### src/rtl/bist_pkg.sv
// Shared definitions for the MBIST data-pattern generator: background mode
// encodings and the maximal-length LFSR tap table for widths 2..32.
package bist_pkg;

    localparam int BIST_MODE_W = 3;

    localparam logic [BIST_MODE_W-1:0] BIST_MODE_SOLID     = 3'd0;
    localparam logic [BIST_MODE_W-1:0] BIST_MODE_CHECKER   = 3'd1;
    localparam logic [BIST_MODE_W-1:0] BIST_MODE_COLSTRIPE = 3'd2;
    localparam logic [BIST_MODE_W-1:0] BIST_MODE_WALK1     = 3'd3;
    localparam logic [BIST_MODE_W-1:0] BIST_MODE_LFSR      = 3'd4;

    // Tap masks for a left-shifting Fibonacci LFSR, feedback into bit0.
    // Bit (t-1) is set for every tap t of a primitive polynomial of degree w.
    function automatic logic [31:0] bist_lfsr_taps(input int w);
        logic [31:0] taps;
        case (w)
            2:       taps = 32'h0000_0003;
            3:       taps = 32'h0000_0006;
            4:       taps = 32'h0000_000C;
            5:       taps = 32'h0000_0014;
            6:       taps = 32'h0000_0030;
            7:       taps = 32'h0000_0060;
            8:       taps = 32'h0000_00B8;
            9:       taps = 32'h0000_0110;
            10:      taps = 32'h0000_0240;
            11:      taps = 32'h0000_0500;
            12:      taps = 32'h0000_0829;
            13:      taps = 32'h0000_100D;
            14:      taps = 32'h0000_2015;
            15:      taps = 32'h0000_6000;
            16:      taps = 32'h0000_D008;
            17:      taps = 32'h0001_2000;
            18:      taps = 32'h0002_0400;
            19:      taps = 32'h0004_0023;
            20:      taps = 32'h0009_0000;
            21:      taps = 32'h0014_0000;
            22:      taps = 32'h0030_0000;
            23:      taps = 32'h0042_0000;
            24:      taps = 32'h00E1_0000;
            25:      taps = 32'h0120_0000;
            26:      taps = 32'h0200_0023;
            27:      taps = 32'h0400_0013;
            28:      taps = 32'h0900_0000;
            29:      taps = 32'h1400_0000;
            30:      taps = 32'h2000_0029;
            31:      taps = 32'h4800_0000;
            32:      taps = 32'h8020_0003;
            default: taps = 32'h0000_0003;
        endcase
        return taps;
    endfunction

endpackage

### src/rtl/bist_pat_dly.sv
// Read-latency delay line for {valid, data}; depth 0 degenerates to a wire.
// All stages clear asynchronously so in-flight reads never survive a reset.
module bist_pat_dly #(
    parameter int pWIDTH = 8,
    parameter int pDEPTH = 1
) (
    input  logic              bist_clk,
    input  logic              bist_rst_n,
    input  logic              in_vld,
    input  logic [pWIDTH-1:0] in_data,
    output logic              out_vld,
    output logic [pWIDTH-1:0] out_data
);

    generate
        if (pDEPTH == 0) begin : g_wire
            assign out_vld  = in_vld;
            assign out_data = in_data;
        end else begin : g_shift
            logic [pDEPTH-1:0] vld_q;
            logic [pWIDTH-1:0] data_q [pDEPTH];

            always_ff @(posedge bist_clk or negedge bist_rst_n) begin
                if (!bist_rst_n) begin
                    vld_q <= '0;
                    for (int i = 0; i < pDEPTH; i++) begin
                        data_q[i] <= '0;
                    end
                end else begin
                    vld_q[0]  <= in_vld;
                    data_q[0] <= in_data;
                    for (int i = 1; i < pDEPTH; i++) begin
                        vld_q[i]  <= vld_q[i-1];
                        data_q[i] <= data_q[i-1];
                    end
                end
            end

            assign out_vld  = vld_q[pDEPTH-1];
            assign out_data = data_q[pDEPTH-1];
        end
    endgenerate

endmodule

### src/rtl/bist_data_gen.sv
// MBIST data-pattern generator: registered write data plus latency-aligned
// expected data. Define BIST_PAT_LFSR_EN to add the LFSR background (mode 4).
module bist_data_gen
    import bist_pkg::*;
#(
    parameter int pDATA_WIDTH = 8,
    parameter int pADDR_WIDTH = 10,
    parameter int pRD_LAT     = 1,
    parameter int pLFSR_SEED  = 1
) (
    input  logic                   bist_clk,
    input  logic                   bist_rst_n,
    input  logic                   pat_start,
    input  logic [BIST_MODE_W-1:0] pat_mode,
    input  logic                   pat_inv,
    input  logic                   pat_adv,
    input  logic [pADDR_WIDTH-1:0] bist_addr,
    input  logic                   rd_en,
    output logic [pDATA_WIDTH-1:0] wr_pat,
    output logic [pDATA_WIDTH-1:0] exp_pat,
    output logic                   exp_vld
);

    localparam logic [pDATA_WIDTH-1:0] COL_MASK  = pDATA_WIDTH'(32'hAAAA_AAAA);
    localparam logic [pDATA_WIDTH-1:0] WALK_INIT = pDATA_WIDTH'(1);

    logic [pDATA_WIDTH-1:0] walk_q;
    logic [pDATA_WIDTH-1:0] bg;
    logic [pDATA_WIDTH-1:0] pat_data;
    logic                   dly_vld;
    logic [pDATA_WIDTH-1:0] dly_data;
    logic                   unused_addr;

    // Only the address LSB matters for the checkerboard.
    assign unused_addr = ^bist_addr;

    // Walking-one register; pat_start has priority over pat_adv.
    always_ff @(posedge bist_clk or negedge bist_rst_n) begin
        if (!bist_rst_n) begin
            walk_q <= WALK_INIT;
        end else if (pat_start) begin
            walk_q <= WALK_INIT;
        end else if (pat_adv) begin
            walk_q <= {walk_q[pDATA_WIDTH-2:0], walk_q[pDATA_WIDTH-1]};
        end
    end

`ifdef BIST_PAT_LFSR_EN
    localparam logic [31:0]            SEED_32   = 32'(pLFSR_SEED);
    localparam logic [pDATA_WIDTH-1:0] LFSR_SEED = SEED_32[pDATA_WIDTH-1:0];
    localparam logic [31:0]            TAPS_32   = bist_lfsr_taps(pDATA_WIDTH);
    localparam logic [pDATA_WIDTH-1:0] LFSR_TAPS = TAPS_32[pDATA_WIDTH-1:0];

    logic [pDATA_WIDTH-1:0] lfsr_q;
    logic                   lfsr_fb;

    assign lfsr_fb = ^(lfsr_q & LFSR_TAPS);

    always_ff @(posedge bist_clk or negedge bist_rst_n) begin
        if (!bist_rst_n) begin
            lfsr_q <= LFSR_SEED;
        end else if (pat_start) begin
            lfsr_q <= LFSR_SEED;
        end else if (pat_adv) begin
            lfsr_q <= {lfsr_q[pDATA_WIDTH-2:0], lfsr_fb};
        end
    end
`endif

    // Background selection uses the pre-update walk/LFSR state.
    always_comb begin
        bg = '0;
        case (pat_mode)
            BIST_MODE_CHECKER:   bg = COL_MASK ^ {pDATA_WIDTH{bist_addr[0]}};
            BIST_MODE_COLSTRIPE: bg = COL_MASK;
            BIST_MODE_WALK1:     bg = walk_q;
`ifdef BIST_PAT_LFSR_EN
            BIST_MODE_LFSR:      bg = lfsr_q;
`endif
            default:             bg = '0;
        endcase
    end

    assign pat_data = bg ^ {pDATA_WIDTH{pat_inv}};

    // Stage p0: write data is registered every cycle, independent of rd_en.
    always_ff @(posedge bist_clk or negedge bist_rst_n) begin
        if (!bist_rst_n) begin
            wr_pat <= '0;
        end else begin
            wr_pat <= pat_data;
        end
    end

    bist_pat_dly #(
        .pWIDTH (pDATA_WIDTH),
        .pDEPTH (pRD_LAT)
    ) u_dly (
        .bist_clk   (bist_clk),
        .bist_rst_n (bist_rst_n),
        .in_vld     (rd_en),
        .in_data    (pat_data),
        .out_vld    (dly_vld),
        .out_data   (dly_data)
    );

    // Output stage: exp_pat holds its last value between valid reads.
    always_ff @(posedge bist_clk or negedge bist_rst_n) begin
        if (!bist_rst_n) begin
            exp_vld <= 1'b0;
            exp_pat <= '0;
        end else begin
            exp_vld <= dly_vld;
            if (dly_vld) begin
                exp_pat <= dly_data;
            end
        end
    end

endmodule

### config.mk
export PLATFORM = sky130hd
export DESIGN_NAME = bist_data_gen
export DESIGN_NICKNAME = d
export VERILOG_FILES = /design/src/rtl/bist_pkg.sv /design/src/rtl/bist_pat_dly.sv /design/src/rtl/bist_data_gen.sv
export SDC_FILE = /design/constraint.sdc
export NUM_CORES = 1
export LEC_CHECK = 0
export ABC_AREA = 1
export CORE_MARGIN = 2
export CORE_UTILIZATION = 47
export DETAILED_ROUTE_END_ITERATION = 10
export PLACE_DENSITY = 0.78
export SYNTH_ARGS = -nofsm -noshare
export SYNTH_HDL_FRONTEND = slang
export SYNTH_HIERARCHICAL = 1
export SYNTH_SLANG_ARGS = --single-unit
### constraint.sdc
create_clock -name bist_clk -period 1.1 [get_ports bist_clk]
set_input_delay 0.22 -clock bist_clk [delete_from_list [all_inputs] [get_ports bist_clk]]
set_output_delay 0.22 -clock bist_clk [all_outputs]
set_load 0.05 [all_outputs]
==> Yosys cells after proc, flatten, opt, wreduce, memory -nomap -nowiden <==
Cells that the tools add are included.
{ "word_totals": {"reg_bits": 26, "input_bits": 19, "output_inout_bits": 17, "word_cells": 14} }
{ "classes": {"eq_ne": 3, "n_mux": 3, "bitwise_logic": 2, "reduce_logical": 1} }
{ "op_table": {"columns": ["op", "count"], "rows": [
  ["$pmux 8 s3", 1],
  ["$mux 8", 2],
  ["$xor 8x8->8", 1],
  ["$eq 3x2->1 const B", 2],
  ["$not 4->4", 1],
  ["$eq 3x1->1 const B", 1],
  ["$reduce_bool 2->1", 1]
]} }

==> Longest topological paths before layout <==
Gate-level depths: netlist of the first run.
{ "depth": {"word_depth": 3, "mapped_depth": 6, "ltp_nobuf": 6} }

==> Cells and area by module <==
The synthesis of the first run kept the hierarchy.
{ "by_module_without_submodules": {"columns": ["mod", "n_inst", "cells_per_inst", "area_each_um2", "seq_area_each_um2"], "rows": [
  ["bist_data_gen", 1, 109, 1124.8, 626.9],
  ["bist_pat_dly", 1, 9, 225.2, 225.2]
]} }

==> Worst setup path after synthesis of the first run <==
Ideal clock, no wire load.
{ "synth_path": {"path_type": "register to register", "startpoint": "reg exp_pat[0] (netlist name)", "endpoint": "reg exp_pat[0]", "setup_time_ns": 0.128, "arrival_ns": 0.882, "required_ns": 0.972, "setup_slack_ns": 0.091, "path_stages_with_launch": 2, "n_path_buf": 0, "synth_period_minus_slack_ns": 1.009, "cell_sequence": "dfrtp_1 > mux2_1"} }
{ "synth_lines": {"columns": ["element", "line_no", "rtl"], "rows": [
  ["to (signal assigned)", "bist_data_gen.sv:115", "exp_pat <= dly_data;"],
  ["to (decl)", "bist_data_gen.sv:20", "output logic [pDATA_WIDTH-1:0] exp_pat,"]
]} }

==> Worst setup path after layout of the first run <==
{ "layout_path": {"startpoint": "reg exp_pat[1]", "endpoint": "out exp_pat[1]"} }
No word-level cell between the ends.

==> out/metrics.cfg, run 1 <==
[outcome]
outcome=complete, but fails checks
violations=setup timing

[drt]
drc_errors=0
wl_per_cell_um=13.4
drtIter0Drc=16
wirelength_um=2490
viasPerCell=5.31
firstDrtPassIters=4
ant_nets=0
num_vias=988

[power]
vdd_drop_max_mv=1.35
power_density_nw_per_um2=1510
p_leak_nw=0.923

[logic_synthesis]
netlist_top_cells_count=dfrtp_1, nand2_1, nand3_1
ys_types=18
muxShareOfSynthArea=0.0667
synth_top_area_frac=0.612
yosysMostFrequentCell=dfrtp_1
synthAdderAreaFrac=0
synth_seq_cells=34
netlist_area_um2=1350
synthesis.nets=137
syn_inst=118
async_reset_ff_frac=1.00
synth_area_leaders=dfrtp_1, mux2_1, nand3_1
synth_top_family_by_area=simple AND/OR/NAND/NOR gates
synth_ff_type=dfrtp_1
synth-compound-area-share=0.0445
synth_seq_area_share=0.631
synth-simple-area-share=0.205
synth.avg_cell_area_um2=11.4
yosysTopAreaCell=dfrtp_1
synth_edf_count=0
yosys_warnings=6
synth_xor_area_frac=0

[sta]
final_max_slew_viol_count=0
period_minus_slack_ns=1.13
max_freq_mhz=883
skew_ns=0.00614
slew_headroom=0.746
hold_viol=0
rsz0062_at_grt=true
tightestPinTransition_ns=0.381
fin_ws_ns=-0.0319
setup_viol=17
fin_crit_sh=1.03

[final_layout]
antennaDiodeCount=0
fin_nets=173
multi_input_area_um2=427
fin_util=0.706
drive_gt1_frac=0.265
fillCellCount=191
area_growth_pct=43.0
seqCellArea_um2=852

[floorplanning]
rows=19
die_y_um=57.6
ios=36
core_area_um2=2730
start_util=0.494
die_area_um2=3320
die_x_um=57.6

[clock_tree]
cts_tree=yes
hold_buffers=0
cts_root_buffer=clkbuf_4
insertion_delay_ns=0.33
path_clk_slew_ns=0.09
clockBufferDepth=2
clock-sinks=34
htreeDepth=2
cts_inserted_buffers=5

[setup_path]
r2r_slack_ns=0.03
critPathMaxStageDelay_ns=0.42
worstPathArrival_ns=0.91
critPathMaxFanout=2
r2r_cells=1
crit_buf_inv=1
critPathLaunch=exp_pat[1]$_DFFE_PN0P_
path_cells=buf_12
cp-start-kind=register
crit_required_ns=0.88
end_kind=output port
path_class=reg2out
crit_slowest_cell=dfrtp_1
r2r-start=u_dly/out_vld$_DFF_PN0_
cp_top_family=flip-flops
reg2reg_to=exp_pat[4]$_DFFE_PN0P_

[global_routing]
grt_max_degree=35
overflow=0
grt_pass1_vias=1048
antenna_found_initial=0
grt_pass1_wl_um=4490
grtUsageTotal=0.186

[placement]
place_congestion=0.731
io_buffers=26
place_hpwl_um=1910
dpl_worst_slack_ns=-0.331

[worst_hold_path]
hp-class=in2async

[flow_run]
max_cap_violations=0

==> stage by stage <==
step	TNS, ns	instance area (µm²)	total power [mW]	hold slack [ns]	cells
finish	-0.240	1930	2.91	0.257	186
global route	-1.06	1930	3.07	0.253	186
CTS	-0.658	1930	2.96	0.246	186
detailed placement	-5.50	1860	2.25	0.449	177
global placement	-4.44	1860	2.22	0.444	177
floorplan	0	1350	1.81	-0.0756	118
==> cell families (layout without fill, tap and decap cells) <==
| kind of cell | after synthesis | in the layout |
|---|---|---|
| buffers and inverters | 15 | 52 |
| AOI/OAI and AO/OA | 12 | 12 |
| and+or+nand+nor | 49 | 49 |
| DFF | 34 | 34 |
| muxes | 8 | 8 |
==> routing by layer <==
layer,routed length [µm],vias up,global-route usage
li1,-,479,-
met3,152,6,0.0816
met1,942,471,0.188
met5,0,-,0
met2,1340,32,0.318
met4,54,0,0.106
==> worst max-delay path by stage <==
stage,to,slack (ns),cells past startpoint
floorplan,exp_pat[0]$_DFFE_PN0P_,0.09,1
global placement,u_dly/out_data[1]$_DFF_PN0_,-0.27,6
detailed placement,u_dly/out_data[3]$_DFF_PN0_,-0.33,6
CTS,exp_pat[1],-0.06,1
global route,wr_pat[1],-0.08,1
finish,exp_pat[1],-0.03,1
==> state kept, by name (all words and copies together) (netlist names) <==
name,flops
u_dly/out_vld,1
walk_q,8
exp_vld,1
u_dly/out_data,8
exp_pat,8
wr_pat,8
==> placed cells by master, fill, tap and decap left out, drive strengths merged, types with 4 or more instances in the layout <==
master,synthesis,final
clkdlybuf4s50,0,8
nand4,8,8
a21oi,4,4
nand2,20,20
clkbuf,1,7
buf,3,24
mux2,8,8
o21ai,8,8
nand3,19,19
inv,10,10
dfrtp,33,33
==> final cells by class <==
cell class,count,share of cell area
flip-flops and latches,34,0.441
repair buffers,33,0.264
multi-input cells,69,0.221
clock buffers,7,0.0285
inverters,11,0.0220
well taps,31,0.0201
clock inverters,1,0.00259
==> report_power, final <==
group | switching, mW | internal (mW) | leakage (nW)
sequential | 0.0904 | 1.36 | 0.412
combinational | 0.405 | 0.372 | 0.476
clock | 0.378 | 0.309 | 0.0353
==> repair_timing <==
item,CTS,global route
setup buffers,1,0
cloned,0,0
setup endpoints to repair,17,25
resized for setup,0,1
(Power assumes the default switching activity.)
==> inputs of run 2 (changes only) <==
- MAX_ROUTING_LAYER: not set -> met4
- PLACE_DENSITY: 0.78 -> not set
- PLACE_DENSITY_LB_ADDON: not set -> 0.3
==> run 2 against run 1 <==
  * The run still ends with setup timing left
  * Design area is 0.58% higher
  * Core utilization increased by 0.41 points
  * Worst hold slack worse by 0.0015 ns
  * Non-clock buffer count increased by 1
  * Via count fell by 1.3%
==> out/metrics.cfg, run 2 (same netlist as run 1, synthesis figures left out) <==
[global_routing]
grt_use_met2=0.294
overflow=0
met1_usage=0.208
grtUsageTotal=0.181
grt_pass1_vias=946
grt.busiest_layer=met2
antenna_found_initial=0
grt_pass1_wl_um=4310
grt_max_degree=35
grt_util_met3=0.0408

[setup_path]
crit_buf_inv=1
path_cells=buf_12
critPathMaxFanout=2
crit_slowest_cell=dfrtp_1
path_class=reg2out
critPathLaunch=exp_pat[6]$_DFFE_PN0P_
critPathCapture=exp_pat[6]
r2r_slack_ns=0.13
crit_cells=1
end_kind=output port
r2r-start=u_dly/out_vld$_DFF_PN0_
cp-start-kind=register
r2r_cells=1
cp_top_family=flip-flops
critPathMaxStageDelay_ns=0.42
worstPathArrival_ns=0.91
crit_required_ns=0.88
reg2reg_to=exp_pat[7]$_DFFE_PN0P_

[sta]
fin_crit_sh=1.03
setup_viol=17
fin_ws_ns=-0.0287
fin_setup_tns_ns=-0.237
skew_ns=0.00802
tightestPinTransition_ns=0.279
slew_headroom=0.814
final_max_slew_viol_count=0
hold_viol=0
period_minus_slack_ns=1.13
max_freq_mhz=886
rsz0062_at_grt=true

[floorplanning]
rows=19
die_x_um=57.6
ios=36
core_area_um2=2730
die_area_um2=3320
die_y_um=57.6
start_util=0.494

[placement]
place_area_um2=1860
place_congestion=0.762
dp_cells=177
io_buffers=26
place_hpwl_um=1940
dpl_worst_slack_ns=-0.341

[final_layout]
multi_input_area_um2=427
fin_cells=187
final_common_cell=dfrtp_1
antennaDiodeCount=0
fin_area_um2=1940
area_growth_pct=43.8
drive_gt1_frac=0.276
fillCellCount=211
fin_nets=174
fin_util=0.710
seqCellArea_um2=853
final_cell_mix=dfrtp_1, nand2_1, buf_12, nand3_1

[power]
power.internal_mw=2.05
combPwrFrac=0.267
power_frac_seq=0.493
switching_share=0.304
pwr-share-clk=0.241
power_density_nw_per_um2=1520
vdd_drop_max_mv=1.19
p_leak_nw=0.936
p_switching_mw=0.894

[drt]
ant_nets=0
drc_errors=0
drtIter0Drc=18
num_vias=975
viasPerCell=5.21
wl_per_cell_um=13.5
wirelength_um=2530
firstDrtPassIters=4

[outcome]
outcome=complete, but fails checks
violations=setup timing

[clock_tree]
cts_root_buffer=clkbuf_4
cts_tree=yes
path_clk_slew_ns=0.10
insertion_delay_ns=0.33
hold_buffers=0
clockBufferDepth=2
cts_inserted_buffers=5
htreeDepth=2
clock-sinks=34

[flow_run]
max_cap_violations=0

[worst_hold_path]
hp-class=in2async

## run 2: cell types whose count changed in the layout (fill, tap and decap cells not counted), sizes merged
cell / before / now
buf: 24 / 25
clkdlybuf4s50: 8 / 7
dlymetal6s2s: 1 / 2
## run 2: how the worst min path moves through the flow
stage	startpoint	endpoint	slack, ns	depth (start not counted)
after floorplan	bist_rst_n	exp_pat[0]$_DFFE_PN0P_	-0.08	0
after global placement	u_dly/out_data[2]$_DFF_PN0_	exp_pat[2]$_DFFE_PN0P_	0.44	1
after detailed placement	u_dly/out_data[4]$_DFF_PN0_	exp_pat[4]$_DFFE_PN0P_	0.45	1
after CTS	bist_rst_n	u_dly/out_data[1]$_DFF_PN0_	0.26	2
after global routing	bist_rst_n	u_dly/out_data[1]$_DFF_PN0_	0.26	2
final	bist_rst_n	u_dly/out_data[1]$_DFF_PN0_	0.26	2
## run 2: per-stage QoR
step | hold WS (ns) | power, mW
finish | 0.256 | 2.94
global route | 0.262 | 3.07
CTS | 0.259 | 2.97
detailed placement | 0.449 | 2.25
global placement | 0.444 | 2.23
floorplan | -0.0756 | 1.81
## run 2: power groups by stage
stage | logic (mW) | clock network [mW] | registers, mW
floorplan | 0.143 | 0 | 1.66
global placement | 0.759 | 0 | 1.47
detailed placement | 0.775 | 0 | 1.48
CTS | 0.792 | 0.723 | 1.45
global route | 0.821 | 0.788 | 1.46
finish | 0.784 | 0.708 | 1.45
## run 2: final cells by class
type,count,share of cell area
inverters,11,0.0219
well taps,31,0.0200
multi-input cells,69,0.220
clock buffers,7,0.0284
repair buffers,34,0.268
clock inverters,1,0.00258
flip-flops and latches,34,0.439
## run 2: what timing repair did
action | in CTS | in global routing
setup buffers | 2 | 0
gates resized for setup | 0 | 3
pin swaps | 0 | 2
setup endpoints to repair | 17 | 34
endpoints found under the hold margin | 0 | 0
## run 2: per-layer routing
layer / part of all wire / wire (µm)
met1: 0.41 / 1040
met2: 0.52 / 1310
met3: 0.044 / 112
met4: 0.027 / 68
met5: 0 / 0
